**config.mk**
```make
export PLATFORM = sky130hd
export DESIGN_NAME = mem_access_unit
export DESIGN_NICKNAME = d
export VERILOG_FILES = /design/src/rtl/pipeline_pkg.sv /design/src/rtl/mem_lane_align.sv /design/src/rtl/mem_access_unit.sv
export SDC_FILE = /design/constraint.sdc
export NUM_CORES = 1
export LEC_CHECK = 0
export BUFFER_PORTS_ARGS = -buffer_cell sky130_fd_sc_hd__buf_2
export CORE_MARGIN = 3
export CORE_UTILIZATION = 45
export DETAILED_ROUTE_END_ITERATION = 12
export PLACE_DENSITY = 0.82
export SLEW_MARGIN = 15
export SYNTH_ARGS = -nofsm -noshare
export SYNTH_HDL_FRONTEND = slang
export SYNTH_SLANG_ARGS = --single-unit
```
**constraint.sdc**
```tcl
create_clock -name clk -period 3.24 [get_ports clk]
set_clock_uncertainty 0.15 [all_clocks]
set_input_delay 0.162 -clock clk [delete_from_list [all_inputs] [get_ports clk]]
set_output_delay 0.162 -clock clk [all_outputs]
set_load 0.05 [all_outputs]
```
**src/rtl/pipeline_pkg.sv**
```systemverilog
// Shared pipeline types: memory op codes, bus transfer sizes and memory-stage FSM states.
// Latency: none. It only holds types and pure helper functions.
// Backpressure: not applicable.
package pipeline_pkg;

    typedef enum logic [3:0] {
        MOP_NONE = 4'd0,
        MOP_LB   = 4'd1,
        MOP_LBU  = 4'd2,
        MOP_LH   = 4'd3,
        MOP_LHU  = 4'd4,
        MOP_LW   = 4'd5,
        MOP_LWU  = 4'd6,
        MOP_LD   = 4'd7,
        MOP_SB   = 4'd8,
        MOP_SH   = 4'd9,
        MOP_SW   = 4'd10,
        MOP_SD   = 4'd11
    } mem_op_t;

    typedef enum logic [2:0] {
        MSIZE1 = 3'd0,
        MSIZE2 = 3'd1,
        MSIZE4 = 3'd2,
        MSIZE8 = 3'd3
    } msize_t;

    typedef enum logic [1:0] {
        IDLE = 2'd0,
        REQ  = 2'd1,
        WAIT = 2'd2,
        HOLD = 2'd3
    } mau_state_t;

    function automatic logic op_is_load(input mem_op_t op);
        return (op == MOP_LB) || (op == MOP_LBU) || (op == MOP_LH) || (op == MOP_LHU) ||
               (op == MOP_LW) || (op == MOP_LWU) || (op == MOP_LD);
    endfunction

    function automatic logic op_is_store(input mem_op_t op);
        return (op == MOP_SB) || (op == MOP_SH) || (op == MOP_SW) || (op == MOP_SD);
    endfunction

    // Ops that only exist on a 64-bit data path.
    function automatic logic op_needs_dw64(input mem_op_t op);
        return (op == MOP_LWU) || (op == MOP_LD) || (op == MOP_SD);
    endfunction

    function automatic logic [3:0] op_bytes(input mem_op_t op);
        logic [3:0] n;
        case (op)
            MOP_LB, MOP_LBU, MOP_SB:         n = 4'd1;
            MOP_LH, MOP_LHU, MOP_SH:         n = 4'd2;
            MOP_LW, MOP_LWU, MOP_SW:         n = 4'd4;
            MOP_LD, MOP_SD:                  n = 4'd8;
            default:                         n = 4'd0;
        endcase
        return n;
    endfunction

    function automatic msize_t op_size(input mem_op_t op);
        msize_t s;
        case (op_bytes(op))
            4'd2:    s = MSIZE2;
            4'd4:    s = MSIZE4;
            4'd8:    s = MSIZE8;
            default: s = MSIZE1;
        endcase
        return s;
    endfunction

    // Natural alignment check on the low three address bits.
    function automatic logic op_misaligned(input mem_op_t op, input logic [2:0] a);
        logic m;
        case (op_bytes(op))
            4'd2:    m = a[0];
            4'd4:    m = |a[1:0];
            4'd8:    m = |a[2:0];
            default: m = 1'b0;
        endcase
        return m;
    endfunction

endpackage

```
**src/rtl/mem_lane_align.sv**
```systemverilog
// Byte-lane alignment: store strobe/data placement and load extraction with sign/zero extension.
// Latency: purely combinational.
// Backpressure: none; outputs follow inputs.
module mem_lane_align
    import pipeline_pkg::*;
#(
    parameter int DW = 32
) (
    input  mem_op_t                   op,
    input  logic [$clog2(DW/8)-1:0]   off,
    input  logic [DW-1:0]             wdata,
    input  logic [DW-1:0]             rdata,
    output logic [DW/8-1:0]           strobe,
    output logic [DW-1:0]             sdata,
    output logic [DW-1:0]             ldata,
    output msize_t                    size
);

    localparam int BW = DW / 8;
    localparam int OW = $clog2(BW);

    logic [OW+2:0]  bit_sh;
    logic [BW-1:0]  base;
    logic [DW-1:0]  rsh;
    logic [63:0]    r64;
    logic [63:0]    ext;

    assign bit_sh = {off, 3'b000};

    // Store side: contiguous byte mask for the access size, moved up to the addressed lane.
    always_comb begin
        base = '0;
        case (op_bytes(op))
            4'd1:    base[0]   = 1'b1;
            4'd2:    base[1:0] = 2'b11;
            4'd4:    base[3:0] = 4'hF;
            4'd8:    base      = '1;
            default: base      = '0;
        endcase
        strobe = base << off;
        sdata  = wdata << bit_sh;
        size   = op_size(op);
    end

    // Load side: bring the addressed lane to bit 0, then extend from the access width.
    // Working in 64 bits keeps one extension table valid for both data-path widths.
    always_comb begin
        rsh = rdata >> bit_sh;
        r64 = 64'(rsh);
        case (op)
            MOP_LB:  ext = {{56{r64[7]}},  r64[7:0]};
            MOP_LBU: ext = {56'd0,         r64[7:0]};
            MOP_LH:  ext = {{48{r64[15]}}, r64[15:0]};
            MOP_LHU: ext = {48'd0,         r64[15:0]};
            MOP_LW:  ext = {{32{r64[31]}}, r64[31:0]};
            MOP_LWU: ext = {32'd0,         r64[31:0]};
            MOP_LD:  ext = r64;
            default: ext = 64'd0;
        endcase
        ldata = ext[DW-1:0];
    end

endmodule

```
**src/rtl/mem_access_unit.sv**
```systemverilog
// Memory-access stage: issues one held data-bus request per op, aligns load data, holds the result for writeback.
// Latency: 1 cycle for ALU pass-through / misaligned ops; memory ops 2 cycles minimum (accept -> req -> result).
// Backpressure: in_ready drops while a bus op is in flight, while a result waits on out_ready, and during flush.
module mem_access_unit
    import pipeline_pkg::*;
#(
    parameter int DW = 32,
    parameter int AW = 32
) (
    input  logic              clk,
    input  logic              resetn,
    input  logic              in_valid,
    output logic              in_ready,
    input  mem_op_t           in_op,
    input  logic [AW-1:0]     in_addr,
    input  logic [DW-1:0]     in_wdata,
    input  logic [31:0]       in_pc,
    input  logic [4:0]        in_regw,
    input  logic              flush,
    output logic              out_valid,
    input  logic              out_ready,
    output logic [31:0]       out_pc,
    output logic [4:0]        out_regw,
    output logic              out_wen,
    output logic [DW-1:0]     out_data,
    output logic              out_adel,
    output logic              out_ades,
    output logic              dreq_valid,
    output logic [AW-1:0]     dreq_addr,
    output msize_t            dreq_size,
    output logic [DW/8-1:0]   dreq_strobe,
    output logic [DW-1:0]     dreq_data,
    input  logic              dresp_addr_ok,
    input  logic              dresp_data_ok,
    input  logic [DW-1:0]     dresp_data
);

    localparam int BW = DW / 8;
    localparam int OW = $clog2(BW);

    mau_state_t     state;
    logic           alive;
    logic           killed;
    mem_op_t        op_q;
    logic [AW-1:0]  addr_q;
    logic [DW-1:0]  wdata_q;
    logic [31:0]    pc_q;
    logic [4:0]     regw_q;

    logic           accept;
    logic           in_supported;
    logic           in_misal;
    logic           in_mem;
    logic           resp_done;
    logic           is_req;

    logic [BW-1:0]  la_strobe;
    logic [DW-1:0]  la_sdata;
    logic [DW-1:0]  la_ldata;
    msize_t         la_size;

    // alive keeps in_ready low during reset and for the first cycle after release.
    assign in_ready  = alive && !flush && !killed &&
                       ((state == IDLE) || ((state == HOLD) && out_ready));
    assign accept    = in_valid && in_ready;

    // Ops outside the configured width complete immediately as no-ops with no register write.
    assign in_supported = (DW == 64) || !op_needs_dw64(in_op);
    assign in_misal     = in_supported && op_misaligned(in_op, in_addr[2:0]);
    assign in_mem       = (in_op != MOP_NONE) && in_supported && !in_misal;

    // data_ok can only legally arrive with or after addr_ok, so it closes the transaction in REQ or WAIT.
    assign resp_done = ((state == REQ) && dresp_addr_ok && dresp_data_ok) ||
                       ((state == WAIT) && dresp_data_ok);

    assign is_req     = (state == REQ);
    assign out_valid  = (state == HOLD);
    assign dreq_valid = is_req;

    // Request fields come from latched state so they stay put until addr_ok.
    assign dreq_addr   = is_req ? addr_q    : '0;
    assign dreq_strobe = is_req ? la_strobe : '0;
    assign dreq_data   = is_req ? la_sdata  : '0;
    assign dreq_size   = is_req ? la_size   : MSIZE1;

    mem_lane_align #(
        .DW (DW)
    ) u_align (
        .op     (op_q),
        .off    (addr_q[OW-1:0]),
        .wdata  (wdata_q),
        .rdata  (dresp_data),
        .strobe (la_strobe),
        .sdata  (la_sdata),
        .ldata  (la_ldata),
        .size   (la_size)
    );

    // Stage FSM plus the result register; a killed op drains its response and never reaches HOLD.
    always_ff @(posedge clk or negedge resetn) begin
        if (!resetn) begin
            state    <= IDLE;
            alive    <= 1'b0;
            killed   <= 1'b0;
            op_q     <= MOP_NONE;
            addr_q   <= '0;
            wdata_q  <= '0;
            pc_q     <= '0;
            regw_q   <= '0;
            out_pc   <= '0;
            out_regw <= '0;
            out_wen  <= 1'b0;
            out_data <= '0;
            out_adel <= 1'b0;
            out_ades <= 1'b0;
        end else begin
            alive <= 1'b1;
            if (accept) begin
                if (!in_mem) begin
                    state    <= HOLD;
                    out_pc   <= in_pc;
                    out_regw <= in_regw;
                    out_data <= (in_op == MOP_NONE) ? in_wdata : '0;
                    out_wen  <= (in_op == MOP_NONE) && (in_regw != 5'd0);
                    out_adel <= in_misal && op_is_load(in_op);
                    out_ades <= in_misal && op_is_store(in_op);
                end else begin
                    state   <= REQ;
                    killed  <= 1'b0;
                    op_q    <= in_op;
                    addr_q  <= in_addr;
                    wdata_q <= in_wdata;
                    pc_q    <= in_pc;
                    regw_q  <= in_regw;
                end
            end else begin
                case (state)
                    IDLE: ;
                    HOLD: begin
                        if (flush || out_ready) begin
                            state <= IDLE;
                        end
                    end
                    REQ, WAIT: begin
                        if (flush) begin
                            killed <= 1'b1;
                        end
                        if (resp_done) begin
                            killed <= 1'b0;
                            if (killed || flush) begin
                                state <= IDLE;
                            end else begin
                                state    <= HOLD;
                                out_pc   <= pc_q;
                                out_regw <= regw_q;
                                out_data <= op_is_load(op_q) ? la_ldata : '0;
                                out_wen  <= op_is_load(op_q);
                                out_adel <= 1'b0;
                                out_ades <= 1'b0;
                            end
                        end else if ((state == REQ) && dresp_addr_ok) begin
                            state <= WAIT;
                        end
                    end
                    default: state <= IDLE;
                endcase
            end
        end
    end

    // The bus must never return data ahead of accepting the address.
    property p_no_early_data;
        @(posedge clk) disable iff (!resetn)
            dresp_data_ok |-> ((state == WAIT) || ((state == REQ) && dresp_addr_ok));
    endproperty
    a_no_early_data: assert property (p_no_early_data);

endmodule

```
== Yosys cells after proc, flatten, opt, wreduce, memory -nomap -nowiden ==
Memory sizes are Yosys's and may differ from the RTL's.
Cells that the tools add are included.
Operators by class
  multiplexer cells: 51
  shift operators: 3
  equality and inequality tests: 36
  reduce and logical (&&, ||, !) cells: 58
Operators by type and width (number)
  32-bit 2-to-1 mux: 14
  32-bit case mux with 6 select lines: 1
  4-bit by 3-bit == test with 1-bit output (second input constant): 11
  32-bit by 5-bit left shift with 32-bit output: 1
  32-bit by 5-bit right shift with 32-bit output: 1
  4-bit by 2-bit == test with 1-bit output (second input constant): 7
  4-bit == test (second input constant): 7
  5-bit 2-to-1 mux: 5
  1-bit logical OR: 21
  1-bit 2-to-1 mux: 19
  1-bit logical AND: 14
  2-bit 2-to-1 mux: 7
  4-bit by 1-bit == test with 1-bit output (second input constant): 3
  2-bit OR reduction: 4
  2-bit case mux with 3 select lines: 1
  3-bit AND reduction: 2
  3-bit nonzero test: 2
  3-bit OR reduction: 2
  5-bit nonzero test: 1
  2-bit == test (second input constant): 2
  1-bit zero test: 4
  4-bit zero test: 1
  4-bit 2-to-1 mux: 1
  2-bit inequality test (second input constant): 2
  14 further kinds: 15
Storage, ports and cells
  bits in registers: 181
  memories: 3
  word-level logic and storage cells: 165
  bits in read-only memories: 192
  bits of input ports: 144
Memory list
  (name not given): depth 16, bits a word 4, read ports 1, clocked after memory_dff 0, wr ports 0, line pipeline_pkg.sv:51  | case (op)
  (name not given): depth 16, bits a word 4, read ports 1, clocked after memory_dff 0, wr ports 0, line pipeline_pkg.sv:51
  (name not given): depth 16, bits a word 4, read ports 1, clocked after memory_dff 0, wr ports 0, line pipeline_pkg.sv:51

== Logic depth before layout (Yosys ltp) ==
Gate-level depths: netlist of the first run.
  word-level depth: 12
  mapped depth: 10
  mapped depth without buffers: 8

== Cells and area by module ==
Synthesis of the first run repeated with hierarchy kept, for this count alone.
Second synthesis, totals
  cells, all modules: 1153
  area, all modules: 11116.9 um^2
By module, submodules not included
  mem_access_unit: area each 9550.4 um^2, times used 1, seq. area each 4529.3 um^2, cells each 904
  mem_lane_align: area each 1566.5 um^2, times used 1, seq. area each 0.0 um^2, cells each 249

== Worst setup path before layout of the first run ==
No wires, ideal clock.
  path type: register to output
  from: register addr_q[1]
  to: output dreq_strobe[2]
  buffers on the path: 3
  arrival time: 2.783 ns
  slack: 0.145 ns
  cell stages (with the launch flop): 6
  cells stage by stage: dfrtp_1 > buf_2 > buf_1 > buf_1 > o21ai_0 > o31ai_1
On the way
  word-level cells in the longest chain between the ends: 2
Ends and longest elaborated chain
  start: declaration: line mem_access_unit.sv:45  | logic [AW-1:0] addr_q;
  start signal: assignment: line mem_access_unit.sv:131  | addr_q <= in_addr;
  4-bit by 2-bit left shift with 4-bit output: line mem_lane_align.sv:40  | strobe = base << off;
  4-bit 2-to-1 mux: line mem_access_unit.sv:82  | assign dreq_strobe = is_req ? la_strobe : '0;
  end: declaration: line mem_access_unit.sv:31  | output logic [DW/8-1:0] dreq_strobe,
No other way between the ends.

== Final worst setup path of the first run ==
  from: register op_q[0]
  to: output dreq_strobe[2]
On the way
  word-level cells in the longest chain between the ends: 6
Ends and longest elaborated chain
  start: declaration: line mem_access_unit.sv:44  | mem_op_t op_q;
  start signal: assignment: line mem_access_unit.sv:130  | op_q <= in_op;
  memory read 16 x 4 bit *
  4-bit by 1-bit == test with 1-bit output (tied with other cells): line mem_lane_align.sv:33  | case (op_bytes(op))
  4-bit OR reduction (no line) (tied with other cells)
  1-bit 2-to-1 mux or 2-bit 2-to-1 mux (tied branches): line mem_lane_align.sv:33
  4-bit by 2-bit left shift with 4-bit output *: line mem_lane_align.sv:40
  4-bit 2-to-1 mux *: line mem_access_unit.sv:82
Every way passes the cells marked *; elsewhere a longest branch is shown, timed or not.

==> results of run 1 <==
[per-layer routing]
metal  vias up  wire length [µm]
li1       3850                 -
met1      4119             12100
met2       371             14800
met3        74              1960
met4         2               933
met5         -                15
[cell usage in the layout, fill, tap and decap left out, types with 3 or more instances in the layout]
master and instances:
sky130_fd_sc_hd__mux2_1 37, sky130_fd_sc_hd__xor2_1 3, sky130_fd_sc_hd__or3_1 3, sky130_fd_sc_hd__mux2i_1 30, sky130_fd_sc_hd__ha_1 13, sky130_fd_sc_hd__dlygate4sd3_1 107, sky130_fd_sc_hd__nor2_1 19, sky130_fd_sc_hd__clkinvlp_4 3
sky130_fd_sc_hd__and3_1 3, sky130_fd_sc_hd__mux2_2 159, sky130_fd_sc_hd__buf_2 287, sky130_fd_sc_hd__and2_1 51, sky130_fd_sc_hd__o211a_1 8, sky130_fd_sc_hd__nor2b_1 5, sky130_fd_sc_hd__buf_12 4, sky130_fd_sc_hd__inv_1 8
sky130_fd_sc_hd__clkbuf_16 17, sky130_fd_sc_hd__nand2_1 186, sky130_fd_sc_hd__a21oi_1 35, sky130_fd_sc_hd__o21ai_0 60, sky130_fd_sc_hd__clkinv_2 4, sky130_fd_sc_hd__dfrtp_1 179, sky130_fd_sc_hd__clkbuf_8 4, sky130_fd_sc_hd__o211ai_1 3
sky130_fd_sc_hd__buf_4 12, sky130_fd_sc_hd__inv_6 3, sky130_fd_sc_hd__nor3_1 4, sky130_fd_sc_hd__nand3b_1 4, sky130_fd_sc_hd__o22ai_1 3
[synth_stat cells (all sizes together) (2+ instances only)]
cell type  instances  area share
a21oi             35       0.018
a22o               2      0.0018
a31o               2      0.0018
and2              51       0.033
and3               3      0.0019
buf               29       0.018
clkbuf            33       0.013
conb               2     0.00078
dfrtp            181        0.47
ha                14       0.018
inv                8      0.0031
mux2             196        0.23
mux2i             30       0.031
nand2            186       0.072
nand2b             2      0.0013
nand3              2      0.0010
nand3b             4      0.0031
nand4b             2      0.0018
nor2              21      0.0084
nor2b              5      0.0032
nor3               4      0.0021
nor3b              2      0.0016
o211a              8      0.0083
o211ai             3      0.0023
o21ai             61       0.032
o22a               2      0.0018
o22ai              3      0.0019
o31ai              2      0.0016
or3                3      0.0019
xor2               3      0.0027
[cell families after synthesis]
group / after synthesis
adders and majority gates: 14
muxes: 227
DFF: 181
buffers and inverters: 70
AOI/OAI and AO/OA: 124
xor gates and xnor gates: 3
other: 2
and+or+nand+nor: 289
[metrics by stage]
stage	area (µm²)	hold slack [ns]	power (mW)	worst slack, ns	cells
after floorplan	9640	-0.284	7.55	0.145	910
after global placement	11300	0.122	8.80	0.125	1422
after detailed placement	11300	0.125	8.99	0.0522	1422
after CTS	13000	0.0154	11.1	0.138	1560
after global routing	13000	0.0484	11.8	0.0825	1562
final	13000	0.0471	11.1	0.225	1562
[worst paths after layout]
check                      cells after the start  slack [ns]        endpoint          start
max reg2reg                                    6        0.29      addr_q[27]         killed
max                                            8        0.23  dreq_strobe[2]        op_q[0]
max in group asynchronous                      3        2.02      addr_q[25]         resetn
min reg2reg                                    1        0.34        pc_q[24]       pc_q[24]
min in group asynchronous                      2        0.17       out_pc[5]         resetn
min                                            3        0.05          killed  dresp_data_ok
[what timing repair did]
item	4_1_cts	5_1_grt
hold endpoints to repair	253	0
endpoints found under the setup margin	0	77
hold buffers	107	0
[power by group through the flow]
stage / logic [mW] / registers [mW] / clock network [mW]
final: 5.28 / 3.85 / 2.01
after global placement: 5.00 / 3.80 / 0
after floorplan: 2.71 / 4.84 / 0
after detailed placement: 5.14 / 3.85 / 0
after global routing: 5.65 / 3.96 / 2.14
after CTS: 5.24 / 3.82 / 2.06
[sequential cells by signal (all words and copies together) (netlist names)]
signal    count
addr_q       32
alive         1
killed        1
op_q          4
out_adel      1
out_ades      1
out_data     32
out_pc       32
out_regw      5
out_wen       1
pc_q         32
regw_q        5
state         2
wdata_q      32
[tightest hold or removal path: cells and delay by family]
family	cells	cell delay, ns
simple gates	1	0.21
compound gates	1	0.12
buf+inv	1	0.09
[area by class of cell]
class	count	area, µm²
Sequential cell	181	4530
Clock inverter	11	98.8
Clock buffer	20	467
Multi-Input combinational cell	660	4810
Inverter	8	30.0
Timing Repair Buffer	411	2690
Fill cell	1590	7660
Antenna cell	1	2.50
Tap cell	270	338
==> run summary, run 1 <==
The adder and majority cell fraction of the synthesized area is 0.0182. Setup repair after global routing left no endpoint under its margin. The core region is 20600 µm². The logs give 0 for the post-CTS resize count and 2.70 ns for the data arrival time of the critical path.

The logs give 6.69 nW for the total leakage power and 0.902 for the final estimated routing congestion in global placement. The clock network power share was 0.180; the first-pass GRT wire length was 47200 µm. Once detail routing completed, the nets flagged for antenna violations numbered 0.

Xor and xnor fraction of the mapped netlist area: 0.00273. After global routing the overflow that remains totals 0. The run gives 0.426 as the met2 routing resource usage after global routing. The sequential cell fraction of total power is 0.346, and the maximum number of pins on one net before global-route repair is 88. The floorplan has 52 rows.

By startpoint and endpoint, the worst setup path is classified as flip-flop to output port. Slew at the pin with the worst max-slew slack: 0.816 ns. At the end of the flow, the number of nets in the layout was 1437. The tools report the I/O pin count as 290. The depth of the CTS H-tree is 4, and the met1 track demand over resource is 0.310. Combinational share of power: 0.474. Synthesis inferred 181 register bits.

The number of global-route vias before repair was 8820. The number of synthesized flops with an enable pin is 0, and the fraction of registers with async set/reset is 1.00. In this design, the critical path's most frequently occurring cell is sky130_fd_sc_hd__nand2_1.

For the relative max-transition margin, the log shows 0.456. At the later pin of the worst-skew pair, clock insertion delay measures 0.43 ns. The met3 usage came out at 0.0613.

The tools report the worst voltage drop across the vdd grid as 0.430 mV. Cell internal power was estimated by the tool at 6.24 mW. Cell count after synthesis: 910. The slowest cell on the critical path was sky130_fd_sc_hd__o22ai_1. The width of the die was 152 µm. For the total track usage, the log shows 0.250. Grouping stages by cell kind, the critical path spends the most delay in compound AO/OA/AOI/OAI gates. The die covers 23200 µm².

The maximum number of buffers from clock root to sink was 2; the maximum clock frequency was 332 MHz. The DRC marker count from the first detailed-route iteration was 499; the post-synthesis compound-gate area fraction was 0.0757. The final hold violation count is 0. The main combinational cell family by area after synthesis is multiplexers. TritonCTS created 17 clock buffers.

The total of buffers placed on input and output ports was 288. Power spread over the standard cell area amounts to 859 nW/µm². Max-cap violations in this run came to 0.

Total wire length after detailed routing: 29800 µm. Buffers added to address setup during post-CTS repair amount to 0. Setup violations remaining at the end of the flow were counted as 0.

The run gives 0.467 as the initial standard-cell utilization of the core. In this run the clock root is driven by a sky130_fd_sc_hd__clkbuf_16. After routing, the total negative slack on setup checks comes to 0 ns. The switching portion of total power works out to 0.440. The run finished with clean final reports. The total of warnings raised by yosys came out at 0.

For the number of max-slew violations in the final report, the log shows 0. For the number of sinks on the clock net, the log shows 181. In the synthesized netlist the dominant register cell turns out to be sky130_fd_sc_hd__dfrtp_1. The tools report the share of the core filled with cells in the final layout as 0.629. The clock slew at the register clock pins of the worst setup and hold paths was 0.07 ns.

Number of antenna violations at the first check in global routing: 2. Summed over all nets, the switching power comes to 4.90 mW. The logs give 0 for the post-detailed-route DRC marker count and 9640 µm² for the mapped cell area.

STA classifies the critical path endpoint as an output port. The synthesized area divided by synthesized cell count was 10.6 µm². TritonCTS built the clock tree. The fraction of final layout cells with drive strength greater than 1 is 0.393, and the number of distinct library cells after synthesis is 47. Counting I/O delays and the setup requirement, the final critical path takes 3.01 ns. The multiplexer share of the synthesized area came out at 0.263. The critical path goes through inv_1, ha_1, nand2_1, o22ai_1, nand2_1, o22a_1, o31ai_1, buf_2. The pre-antenna-repair detailed-routing pass consisted of 5 iterations. The area growth from synthesis to layout is 34.5%. The path class of the tightest hold or removal check is input port to flip-flop. The mean number of vias per cell is 5.39. The y dimension of the die came out at 152 µm. STA classifies the critical path startpoint as a flip-flop. Dividing the detail-routed wire length by the instance count gives 19.1 µm. The number of nets handed over by synthesis was 1068. Of all nets on the critical path, the largest fanout is 6. Area share of and/or/nand/nor cells after synthesis: 0.136.

The logs give 19900 µm for the sum of net half-perimeters after detailed placement and 2.93 ns for the worst endpoint required time. Summing over every cut layer, the via total after detailed routing is 8416. In this run the most used layer during global routing was met2. The peak per-stage delay on the critical path was 0.42 ns. The number of buffers and inverters on the critical path is 2.

The share of the yosys chip area belonging to registers is 0.470. The final period utilization came out at 0.930.
Note: power is estimated with default switching activity, not from simulation.
==> inputs of run 2 (changes only) <==
Settings changed: CORE_ASPECT_RATIO from default to 1.25.
==> run 2 against run 1 <==
- critical endpoint is now pc_q[0]
- routed wire length shrank 1.3%
- register-to-register slack gained 0.05 ns
- clock power shrank 3%
- first-iteration DRC count shrank 6.6%
- core utilization shrank 0.95 points
- via count shrank 2.0%
- global-route usage shrank 0.34 points
- design area grew 0.11%
==> run summary, run 2 (synthesis results as in run 1) <==
Fill cell instance count of the final layout: 1668 (was 1590). Worst endpoint required time: 3.39 ns (was 2.93 ns). Setup repair after global routing left no endpoint under its margin.

The switching portion of total power was 0.438 (was 0.440); the total of buffers placed on input and output ports was 288 (unchanged). The worst voltage drop across the vdd grid is 0.463 mV (was 0.430 mV). The wire length on met1 was 11800 µm (was 12100 µm). The depth of the CTS H-tree was 4 (unchanged). The number of global-route vias before repair is 8485 (was 8820), and the post-detailed-route DRC marker count is 0 (unchanged).

For the number of buffers added by the clock tree synthesis step, the log shows 17 (unchanged). Most used cells in the layout excluding fill and tap cells: sky130_fd_sc_hd__buf_2, sky130_fd_sc_hd__nand2_1, sky130_fd_sc_hd__dfrtp_1 (unchanged). The run gives 8249 (was 8416) as the via count. The total design power is 11.0 mW (was 11.1 mW). Number of max-cap violations: 0 (unchanged). The run gives 0 (unchanged) as the count of antenna-violating nets left after detailed routing. The flow ran to the end, and the final reports show no timing, DRC or antenna violations.

The fraction of final layout cells with drive strength greater than 1 is 0.393 (about the same), and the core footprint is 21000 µm² (was 20600 µm²). For the number of max-slew violations in the final report, the log shows 0 (unchanged). Critical path cell sequence: dlygate4sd3_1, buf_2, inv_1, ha_1, mux2i_1, a2bb2oi_1, or3_1, a311oi_4, nor2_4, buf_12, mux2_1 (was inv_1, ha_1, nand2_1, o22ai_1, nand2_1, o22a_1, o31ai_1, buf_2). The final estimated routing congestion in global placement is 0.911 (was 0.902). The total of endpoints with negative setup slack in the final report was 0 (unchanged). The mean number of vias per cell is 5.26 (was 5.39). The y dimension of the die was 170 µm (was 152 µm). The detail-routed net length per standard cell was 18.7 µm (was 19.1 µm); the peak per-stage delay on the critical path was 0.55 ns (was 0.42 ns). The slew at the pin with the worst max-slew slack came out at 0.836 ns (was 0.816 ns).

For the first-pass GRT wire length, the log shows 44900 µm (was 47200 µm). The final layout net count is 1438 (was 1437), and the relative area change from synthesis to final layout is 34.7% (was 34.5%). The accumulated negative setup slack is 0 ns (unchanged). TritonCTS built the clock tree. The sequential cell fraction of total power came out at 0.346 (about the same). Type of the tightest min-delay check: input port to flip-flop (unchanged). The total wire length after detailed routing was 29400 µm (was 29800 µm); the initial standard-cell utilization of the core was 0.460 (was 0.467). The tools report the source-to-sink clock delay at the later pin of the worst-skew pair as 0.42 ns (was 0.43 ns).

The maximum number of buffers from clock root to sink is 2 (unchanged). The tools report the launching element type of the critical path as an input port (was a flip-flop). The width of the die was 137 µm (was 152 µm); the sum of net half-perimeters after detailed placement was 20000 µm (was 19900 µm). Clock network power share: 0.177 (was 0.180). The run gives 5 (unchanged) as the total iterations of the first detailed-routing run. The number of sinks on the clock net was 181 (unchanged). The tools report the final global-route overflow total as 0 (unchanged). The slowest cell on the critical path was sky130_fd_sc_hd__dlygate4sd3_1 (was sky130_fd_sc_hd__o22ai_1). The largest fanout of any net on the critical path was 40 (was 6).

Total track usage: 0.247 (was 0.250). The combinational share of power came out at 0.477 (was 0.474). Endpoint class of the critical path: a flip-flop (was an output port).

The met2 wire length is 14500 µm (was 14800 µm). Leading cell type in the layout, fill and taps excluded: sky130_fd_sc_hd__buf_2 (unchanged). The final hold violation count was 0 (unchanged); the post-route worst hold slack was 0.0312 ns (was 0.0471 ns).

The final period utilization is 0.962 (was 0.930). The I/O pin count is 290 (unchanged), and the number of antenna violations at the first check in global routing is 1 (was 2). Path type of the worst setup path: input port to flip-flop (was flip-flop to output port). The root buffer cell is sky130_fd_sc_hd__clkbuf_16 (unchanged).

The power density normalized to cell area works out to 851 nW/µm² (was 859 nW/µm²). The data arrival time of the critical path was 3.27 ns (was 2.70 ns). The net switching power is 4.84 mW (was 4.90 mW). The run gives 59 (was 52) as the number of placement rows. Maximum clock frequency: 321 MHz (was 332 MHz).

The relative max-transition margin was 0.443 (was 0.456); the total leakage power was 6.70 nW (was 6.69 nW). The clock slew at the register clock pins of the worst setup and hold paths works out to 0.06 ns (was 0.07 ns). For the internal cell power, the log shows 6.20 mW (was 6.24 mW). Uppermost metal layer occupied by signal nets: met4 (was met5). For the maximum number of pins on one net before global-route repair, the log shows 103 (was 88).

Amount of wire on met3 after detailed routing: 2070 µm (was 1960 µm). The post-route minimum period came out at 3.12 ns (was 3.01 ns). The DRC marker count from the first detailed-route iteration was 466 (was 499); the die footprint was 23200 µm² (about the same).
[run 2: layout make-up]
class | instances | area, µm² | share of cell area
antenna | 1 | 2.50 | 0.000193
clock buffer | 22 | 484 | 0.0373
clock inverter | 10 | 71.3 | 0.00549
inverter | 8 | 30.0 | 0.00231
multi-input combinational | 660 | 4820 | 0.371
sequential | 181 | 4530 | 0.349
tap | 274 | 343 | 0.0264
timing repair buffer | 412 | 2700 | 0.208
[run 2: repair_timing]
item / CTS / global route
hold buffers: 107 / 0
endpoints found under the setup margin: 0 / 82
endpoints found under the hold margin: 264 / 0
buffers inserted: 0 / 0
gates resized for setup: 0 / 1
[run 2: stage by stage]
| step | instance area [µm²] | worst slack [ns] | instances | utilization |
|---|---|---|---|---|
| final | 13000 | 0.123 | 1568 | 0.619 |
| after global routing | 13000 | 0.00722 | 1568 | 0.619 |
| after CTS | 13000 | 0.00122 | 1566 | 0.618 |
| after detailed placement | 11300 | 0.112 | 1427 | 0.541 |
| after global placement | 11300 | 0.163 | 1427 | 0.541 |
| after floorplan | 9640 | 0.145 | 910 | - |
[run 2: path summary, 6_finish.rpt]
path,slack (ns),cells after the start,to,from
max in group asynchronous,1.86,3,addr_q[0],resetn
min in group asynchronous,0.22,2,out_pc[17],resetn
worst min register to register,0.33,1,pc_q[19],pc_q[19]
worst min-delay path,0.03,3,killed,dresp_data_ok
worst max register to register,0.34,7,wdata_q[27],state[0]
worst max-delay path,0.12,11,pc_q[0],in_op[1]
[run 2: worst max-delay path, delay by kind of cell]
family	cells	cell delay (ns)
buffers and inverters	4	1.08
AOI/OAI and AO/OA	2	0.69
and+or+nand+nor	2	0.66
muxes	2	0.42
adders and majority gates	1	0.23
[run 2: power by group through the flow]
stage	sequential (mW)	combinational (mW)	clock [mW]
floorplan	4.84	2.71	0
global placement	3.77	4.98	0
detailed placement	3.84	5.12	0
CTS	3.80	5.24	2.01
global route	3.94	5.67	2.09
finish	3.82	5.27	1.95
[run 2: routing by layer]
layer / track usage / vias up
met4: 0.100 / 0
met2: 0.415 / 296
met3: 0.0641 / 71
met1: 0.303 / 4032
li1: - / 3850
met5: 0 / -
